### src/rtl/limn2600_cache_if.sv
// limn2600_cache_if: one request/response bus, used twice by the cache, once
// toward the CPU (cache is slave) and once toward DRAM (cache is master).
//
// Handshake: the master raises req with stable we/addr/wdata and holds all of
// them until it samples rdy=1 on a rising edge. That edge completes the
// transfer, and rdata is valid alongside rdy. rdy is meaningless while req=0.
//
// Signals:
//   req    master->slave  request strobe, held until rdy
//   we     master->slave  1 = write, 0 = read
//   addr   master->slave  32-bit byte address
//   wdata  master->slave  write data
//   rdata  slave->master  read data, valid with rdy
//   rdy    slave->master  completion
interface limn2600_cache_if;
  logic        req;
  logic        we;
  logic [31:0] addr;
  logic [31:0] wdata;
  logic [31:0] rdata;
  logic        rdy;

  modport master (output req, we, addr, wdata, input rdata, rdy);
  modport slave  (input req, we, addr, wdata, output rdata, rdy);
endinterface

### src/rtl/limn2600_cache.sv
// limn2600_cache: direct-mapped, write-through, no-write-allocate cache with
// one-word lines between the limn2600 CPU and DRAM. Addresses with bit 31 set
// bypass the cache as uncached MMIO. Includes a one-line-per-cycle flush sweep
// and wrapping 32-bit read hit/miss counters. All outputs are registered.
//
// Ports:
//   clk, rst    clock; synchronous active-high reset
//   cpu         slave side of the CPU bus (rdy is a one-cycle completion pulse)
//   mem         master side of the DRAM bus
//   flush       one-cycle pulse: invalidate every line
//   flush_busy  high while a flush is pending or sweeping
//   hit_cnt     cached read hits
//   miss_cnt    cached read misses
//   dbg_state   current FSM state (IDLE=0, RD_MISS=1, WR_THRU=2, RESP=3, FLUSH=4)
module limn2600_cache #(
  parameter int IDX_BITS = 6
) (
  input  logic                    clk,
  input  logic                    rst,
  limn2600_cache_if.slave         cpu,
  limn2600_cache_if.master        mem,
  input  logic                    flush,
  output logic                    flush_busy,
  output logic [31:0]             hit_cnt,
  output logic [31:0]             miss_cnt,
  output logic [2:0]              dbg_state
);
  localparam int LINES    = 1 << IDX_BITS;
  localparam int TAG_BITS = 30 - IDX_BITS;

  typedef enum logic [2:0] {IDLE, RD_MISS, WR_THRU, RESP, FLUSH} state_t;

  state_t state, state_next;

  logic [31:0]         line_data  [LINES];
  logic [TAG_BITS-1:0] line_tag   [LINES];
  logic [LINES-1:0]    line_valid;

  logic                flush_pend, pend_next;
  logic [IDX_BITS-1:0] flush_idx;

  // Lookup of the incoming CPU request.
  logic [IDX_BITS-1:0] req_idx;
  logic [TAG_BITS-1:0] req_tag;
  logic                req_cached, req_hit;

  // The refill target comes from the latched DRAM address, so no separate
  // copy of the request address is needed while waiting in RD_MISS.
  logic [IDX_BITS-1:0] fill_idx;
  logic [TAG_BITS-1:0] fill_tag;
  logic                fill_cached;

  logic flush_go, accept;
  logic unused_bits;

  assign req_idx     = cpu.addr[2+IDX_BITS-1:2];
  assign req_tag     = cpu.addr[31:2+IDX_BITS];
  assign req_cached  = ~cpu.addr[31];
  assign req_hit     = req_cached & line_valid[req_idx] & (line_tag[req_idx] == req_tag);

  assign fill_idx    = mem.addr[2+IDX_BITS-1:2];
  assign fill_tag    = mem.addr[31:2+IDX_BITS];
  assign fill_cached = ~mem.addr[31];

  // A new or pending flush beats a CPU request in IDLE.
  assign flush_go    = flush | flush_pend;
  assign accept      = (state == IDLE) & ~flush_go & cpu.req;

  assign dbg_state   = state;
  assign unused_bits = ^{cpu.addr[1:0], mem.addr[1:0]};

  always_comb begin
    state_next = state;
    pend_next  = flush_pend;
    case (state)
      IDLE: begin
        if (flush_go)        state_next = FLUSH;
        else if (cpu.req) begin
          if (cpu.we)        state_next = WR_THRU;
          else if (req_hit)  state_next = RESP;
          else               state_next = RD_MISS;
        end
      end
      RD_MISS, WR_THRU: if (mem.rdy) state_next = RESP;
      RESP:                          state_next = IDLE;
      FLUSH: begin
        if (&flush_idx) begin
          state_next = IDLE;
          pend_next  = 1'b0;
        end
      end
      default:                       state_next = IDLE;
    endcase
    // Flushes arriving mid-transaction are remembered; during FLUSH they are
    // absorbed because the running sweep already covers them.
    if (flush && state != IDLE && state != FLUSH) pend_next = 1'b1;
  end

  always_ff @(posedge clk) begin
    if (rst) begin
      state      <= IDLE;
      line_valid <= '0;
      flush_pend <= 1'b0;
      flush_busy <= 1'b0;
      flush_idx  <= '0;
      cpu.rdy    <= 1'b0;
      cpu.rdata  <= '0;
      mem.req    <= 1'b0;
      mem.we     <= 1'b0;
      mem.addr   <= '0;
      mem.wdata  <= '0;
      hit_cnt    <= '0;
      miss_cnt   <= '0;
    end else begin
      state      <= state_next;
      flush_pend <= pend_next;
      flush_busy <= pend_next | (state_next == FLUSH);
      cpu.rdy    <= (state_next == RESP);
      case (state)
        IDLE: begin
          flush_idx <= '0;
          if (accept) begin
            if (!cpu.we && req_hit) begin
              cpu.rdata <= line_data[req_idx];
              hit_cnt   <= hit_cnt + 32'd1;
            end else begin
              mem.req   <= 1'b1;
              mem.we    <= cpu.we;
              mem.addr  <= {cpu.addr[31:2], 2'b00};
              mem.wdata <= cpu.wdata;
              if (!cpu.we && req_cached) miss_cnt <= miss_cnt + 32'd1;
            end
          end
        end
        RD_MISS: begin
          if (mem.rdy) begin
            cpu.rdata <= mem.rdata;
            mem.req   <= 1'b0;
            if (fill_cached) line_valid[fill_idx] <= 1'b1;
          end
        end
        WR_THRU: begin
          if (mem.rdy) begin
            mem.req <= 1'b0;
            mem.we  <= 1'b0;
          end
        end
        FLUSH: begin
          line_valid[flush_idx] <= 1'b0;
          flush_idx             <= flush_idx + IDX_BITS'(1);
        end
        default: ;
      endcase
    end
  end

  // Line data and tags are never reset; validity alone decides a hit.
  always_ff @(posedge clk) begin
    if (!rst) begin
      if (accept && cpu.we && req_hit) line_data[req_idx] <= cpu.wdata;
      if (state == RD_MISS && mem.rdy && fill_cached) begin
        line_data[fill_idx] <= mem.rdata;
        line_tag[fill_idx]  <= fill_tag;
      end
    end
  end
endmodule

### src/flat_wrapper.sv
// flat-port wrapper written by rule: the top's interface ports become plain ports
module limn2600_cache_flat 
#(
  parameter int IDX_BITS = 6
)
  (clk, rst, flush, flush_busy, hit_cnt, miss_cnt, dbg_state, cpu_req, cpu_we, cpu_addr, cpu_wdata, cpu_rdata, cpu_rdy, mem_req, mem_we, mem_addr, mem_wdata, mem_rdata, mem_rdy);
  limn2600_cache_if cpu_i ();
  limn2600_cache_if mem_i ();
  input  logic clk;
  input  logic rst;
  input  logic flush;
  output logic flush_busy;
  output logic [31:0] hit_cnt;
  output logic [31:0] miss_cnt;
  output logic [2:0] dbg_state;
  input wire logic [$bits(cpu_i.req)-1:0] cpu_req;
  input wire logic [$bits(cpu_i.we)-1:0] cpu_we;
  input wire logic [$bits(cpu_i.addr)-1:0] cpu_addr;
  input wire logic [$bits(cpu_i.wdata)-1:0] cpu_wdata;
  output wire logic [$bits(cpu_i.rdata)-1:0] cpu_rdata;
  output wire logic [$bits(cpu_i.rdy)-1:0] cpu_rdy;
  output wire logic [$bits(mem_i.req)-1:0] mem_req;
  output wire logic [$bits(mem_i.we)-1:0] mem_we;
  output wire logic [$bits(mem_i.addr)-1:0] mem_addr;
  output wire logic [$bits(mem_i.wdata)-1:0] mem_wdata;
  input wire logic [$bits(mem_i.rdata)-1:0] mem_rdata;
  input wire logic [$bits(mem_i.rdy)-1:0] mem_rdy;
  assign cpu_i.req = cpu_req;
  assign cpu_i.we = cpu_we;
  assign cpu_i.addr = cpu_addr;
  assign cpu_i.wdata = cpu_wdata;
  assign cpu_rdata = cpu_i.rdata;
  assign cpu_rdy = cpu_i.rdy;
  assign mem_req = mem_i.req;
  assign mem_we = mem_i.we;
  assign mem_addr = mem_i.addr;
  assign mem_wdata = mem_i.wdata;
  assign mem_i.rdata = mem_rdata;
  assign mem_i.rdy = mem_rdy;
  limn2600_cache #(.IDX_BITS(IDX_BITS)) u_core (.clk(clk), .rst(rst), .cpu(cpu_i), .mem(mem_i), .flush(flush), .flush_busy(flush_busy), .hit_cnt(hit_cnt), .miss_cnt(miss_cnt), .dbg_state(dbg_state));
endmodule
### config.mk
export PLATFORM = sky130hd
export DESIGN_NAME = limn2600_cache_flat
export DESIGN_NICKNAME = d
export VERILOG_FILES = /design/src/rtl/limn2600_cache_if.sv /design/src/rtl/limn2600_cache.sv /design/src/flat_wrapper.sv
export SDC_FILE = /design/constraint.sdc
export NUM_CORES = 2
export LEC_CHECK = 0
export CAP_MARGIN = 20
export CORE_UTILIZATION = 45
export DETAILED_ROUTE_END_ITERATION = 16
export DONT_BUFFER_PORTS = 1
export GPL_TIMING_DRIVEN = 0
export PLACE_DENSITY = 0.66
export REMOVE_ABC_BUFFERS = 1
export SLEW_MARGIN = 10
export SYNTH_ARGS = -nofsm -noshare
export SYNTH_HDL_FRONTEND = slang
export SYNTH_SLANG_ARGS = --single-unit
### constraint.sdc
create_clock -name clk -period 8.8 [get_ports clk]
set_clock_uncertainty 0.1 [all_clocks]
set_input_delay 2.2 -clock clk [delete_from_list [all_inputs] [get_ports clk]]
set_output_delay 2.2 -clock clk [all_outputs]
set_load 0.02 [all_outputs]
==> impl_metrics.tcl <==
set metrics [dict create \
    drt-initial-drc-count 10600 \
    synth_top_family_by_area "multiplexers" \
    crit_slowest_cell "a32oi_1" \
    vias 79000 \
    track_usage 0.246 \
    cp_cell_sequence "buf_16 -> nor2b_4 -> buf_12 -> a22oi_1 -> a32oi_1 -> a22oi_1 -> nor2_1 -> xor2_1 -> o2111ai_1 -> nor3_4 -> nand2_1 -> o32a_4 -> nor3_2 -> buf_4 -> buf_6 -> buf_6" \
    cts_buffers 386 \
    reg2reg_slack_ns 1.87 \
    initial_utilization 0.453 \
    area_delta_synth_final_pct 16.1 \
    fillers 25000 \
    timing.final.crit_share 1.03 \
    power.density_nw_per_um2 220 \
    clk_latency_ns 0.95 \
    nNetsFinal 7924 \
    power.total_mw 38.1 \
    yosysWarnings 0 \
    synth_flop_cell "edfxtp_1" \
    syn-cell-area_um2 150000 \
    grt_overflow 0 \
    grt_pass1_vias 76900 \
    start_kind "primary input" \
    detail-route-antenna-nets 0 \
    synth_compound_area_frac 0.0255 \
    cp-end-kind "flip-flop" \
    holdWs_ns 0.370 \
    cts_tree "built" \
    clockBufferDepth 4 \
    failed_checks "setup timing" \
    syn_inst 7315 \
    htree_levels 5 \
    fin_crit_ns 9.03 \
    synth.distinct_cells 85 \
    final-setup-viol-count 240 \
    synth_seq_cells 3820 \
    drt_first_pass_iters 6 \
    worst_pin_slew_ns 1.40 \
    grt_max_degree 433 \
    cts.reportedPaths.clkPinSlew_ns 0.06 \
    vias_per_cell 6.32 \
    final_cell_mix "edfxtp_1 (3,584), mux4_2 (914), mux2i_1 (416), clkbuf_16 (397), buf_4 (234)" \
    place_area_um2 160000 \
    async_flop_share 0 \
    slew_viol_final 0 \
    max_stage_delay_ns 0.85 \
    outcome "finished, violations left" \
    worst_slack_ns -0.233 \
    gp_congestion 0.843 \
    instances_no_fill 12500 \
    critical_path_class "in -> reg" \
    final_hold_viol_count 0 \
    power.leakage_nw 57.1 \
    grt_pass1_wl_mm 582 \
    grt_setup_unrepaired "yes" \
    fmax_mhz 111 \
    core_um2 331000 \
    arrival_ns 9.57 \
    grt_antenna_before_repair 7 \
    final_common_cell "edfxtp_1" \
    design_area_um2 174000 \
    dpl.cell_count 11700 \
    hpwl_mm 261 \
    die_x_um 579 \
    num_io_pins 269 \
    seq_area_frac_synth 0.751 \
    synth-simple-area-share 0.0353 \
    drt-total-wl_mm 419 \
    synth_fa_ha_area_frac 0.000251 \
    num_rows 211 \
    synthMuxAreaShare 0.171 \
    clock-sinks 3820 \
    worstPathRequired_ns 9.33 \
    synth_edf_count 3584 \
    synthXorXnorAreaFrac 0.00140 \
    crit_fanout 96 \
    die_area_um2 335000 \
    wl_per_cell_um 33.5 \
    avgSynthCellArea_um2 20.5 \
    drc 0 \
    ir_worst_vdd_v 0.000160 \
    cap_viol_max_count 0 \
    io_buffer_count 0 \
    die_y_um 579 \
    drive_gt1_frac 0.281 \
    cts_root_buf "clkbuf_16" \
    relSlewSlack 0.0643 \
    hp-class "reg -> reg" \
]
## area by class of cell
cell class                 count  area, µm²  area share
antenna                        7       17.5    0.000101
clock buffer                 492      10400      0.0596
clock inverter               216       2180      0.0126
inverter                      26        116    0.000670
multi-input combinational   3045      36000       0.207
sequential                  3820     112000       0.647
tap                         4366       5460      0.0315
timing repair buffer         540       7090      0.0408
## state kept, by name (all words and copies together) (netlist names), 3 cells and up
register and flops:
u_core.hit_cnt 32, u_core.mem.wdata 32, u_core.dbg_state 3, u_core.line_tag 1536, u_core.miss_cnt 32, u_core.mem.addr 30
u_core.flush_idx 6, u_core.cpu.rdata 32, u_core.line_valid 64, u_core.line_data 2048
## worst max-delay path, delay by kind of cell
family          cells  cell delay, ns
xor+xnor            1            0.21
simple gates        5            2.72
buf+inv             5            1.42
compound gates      5            2.67
## per-layer routing
layer / vias to the layer above / share of wire / track usage
met2: 4979 / 0.47 / 0.384
met3: 876 / 0.11 / 0.0491
met4: 2 / 0.047 / 0.103
met1: 41800 / 0.38 / 0.339
met5: - / 0.000019 / 0
li1: 31400 / - / -
## stage by stage
stage / TNS [ns] / utilization / worst slack, ns
3_5_place_dp: -3827.26 / 0.483 / -2.32
5_1_grt: -0.611 / 0.525 / -0.0777
3_3_place_gp: - / 0.462 / -17.17
6_report: -18.74 / 0.525 / -0.233
4_1_cts: -2.16 / 0.523 / -0.120
2_1_floorplan: -7530.40 / - / -3.57
## timing repair
action | CTS | global route
hold buffers | 0 | 0
cloned | 6 | 3
setup buffers | 27 | 1
resized for setup | 18 | 13
pin swaps | 3 | 3
setup endpoints to repair | 2069 | 1793
## power breakdown
part           leakage (nW)  internal (mW)  total [mW]  switching [mW]
sequential             36.1           19.9        20.0           0.138
combinational          14.8          0.695        1.74            1.05
clock                  6.14           9.44        16.4            6.93
total                  57.1           30.0        38.1            8.12
## synth_stat cells, drive strengths merged, types with 4 or more instances
master   count  area, µm²
a2111oi      9       91.3
a211oi      56        420
a21o         5       37.5
a21oi      145        726
a221oi      11       96.3
a22oi      134       1010
a311oi      13        114
a31oi       11       68.8
a32oi        5       43.8
and2        23        144
and3        26        163
and4         5       43.8
buf        213       1470
clkbuf     212        796
dfxtp      236       4720
edfxtp    3584     108000
inv         24       90.1
mux2        71        800
mux2i      416       4160
mux4       914      20600
nand2      229        860
nand2b     145        907
nand3      100        510
nand3b      10       75.1
nand4       32        200
nor2       195        737
nor2b       39        244
nor3       136        697
nor3b        7       52.6
nor4        13       87.6
nor4b        4       35.0
o2111ai      6       52.6
o211ai      14        105
o21ai       92        460
o221ai       5       43.8
o22ai       25        156
o31ai       20        150
or2         13       81.3
or3         25        156
or3b         4       35.0
or4         25        191
xnor2       12        105
xor2        12        105
## logic make-up after synthesis
| group | after synthesis |
|---|---|
| AO/OA/AOI/OAI | 578 |
| AND/OR/NAND/NOR | 1037 |
| buffers and inverters | 451 |
| multiplexers | 1401 |
| XOR/XNOR | 24 |
| adder cells (fa/ha/maj) | 3 |
| flip-flops | 3820 |
| other | 1 |
## path summary, 6_finish.rpt
kind / cells after the start / startpoint / end
worst min-delay path: 2 / u_core.line_valid[58] / u_core.line_valid[58]
worst min register to register: 2 / u_core.line_valid[58] / u_core.line_valid[58]
worst max register to register: 14 / u_core.line_tag[23][16] / u_core.line_data[52][0]
worst max-delay path: 16 / cpu_addr[4] / u_core.line_data[52][0]
No activity file was read; power rests on OpenSTA's default activity.
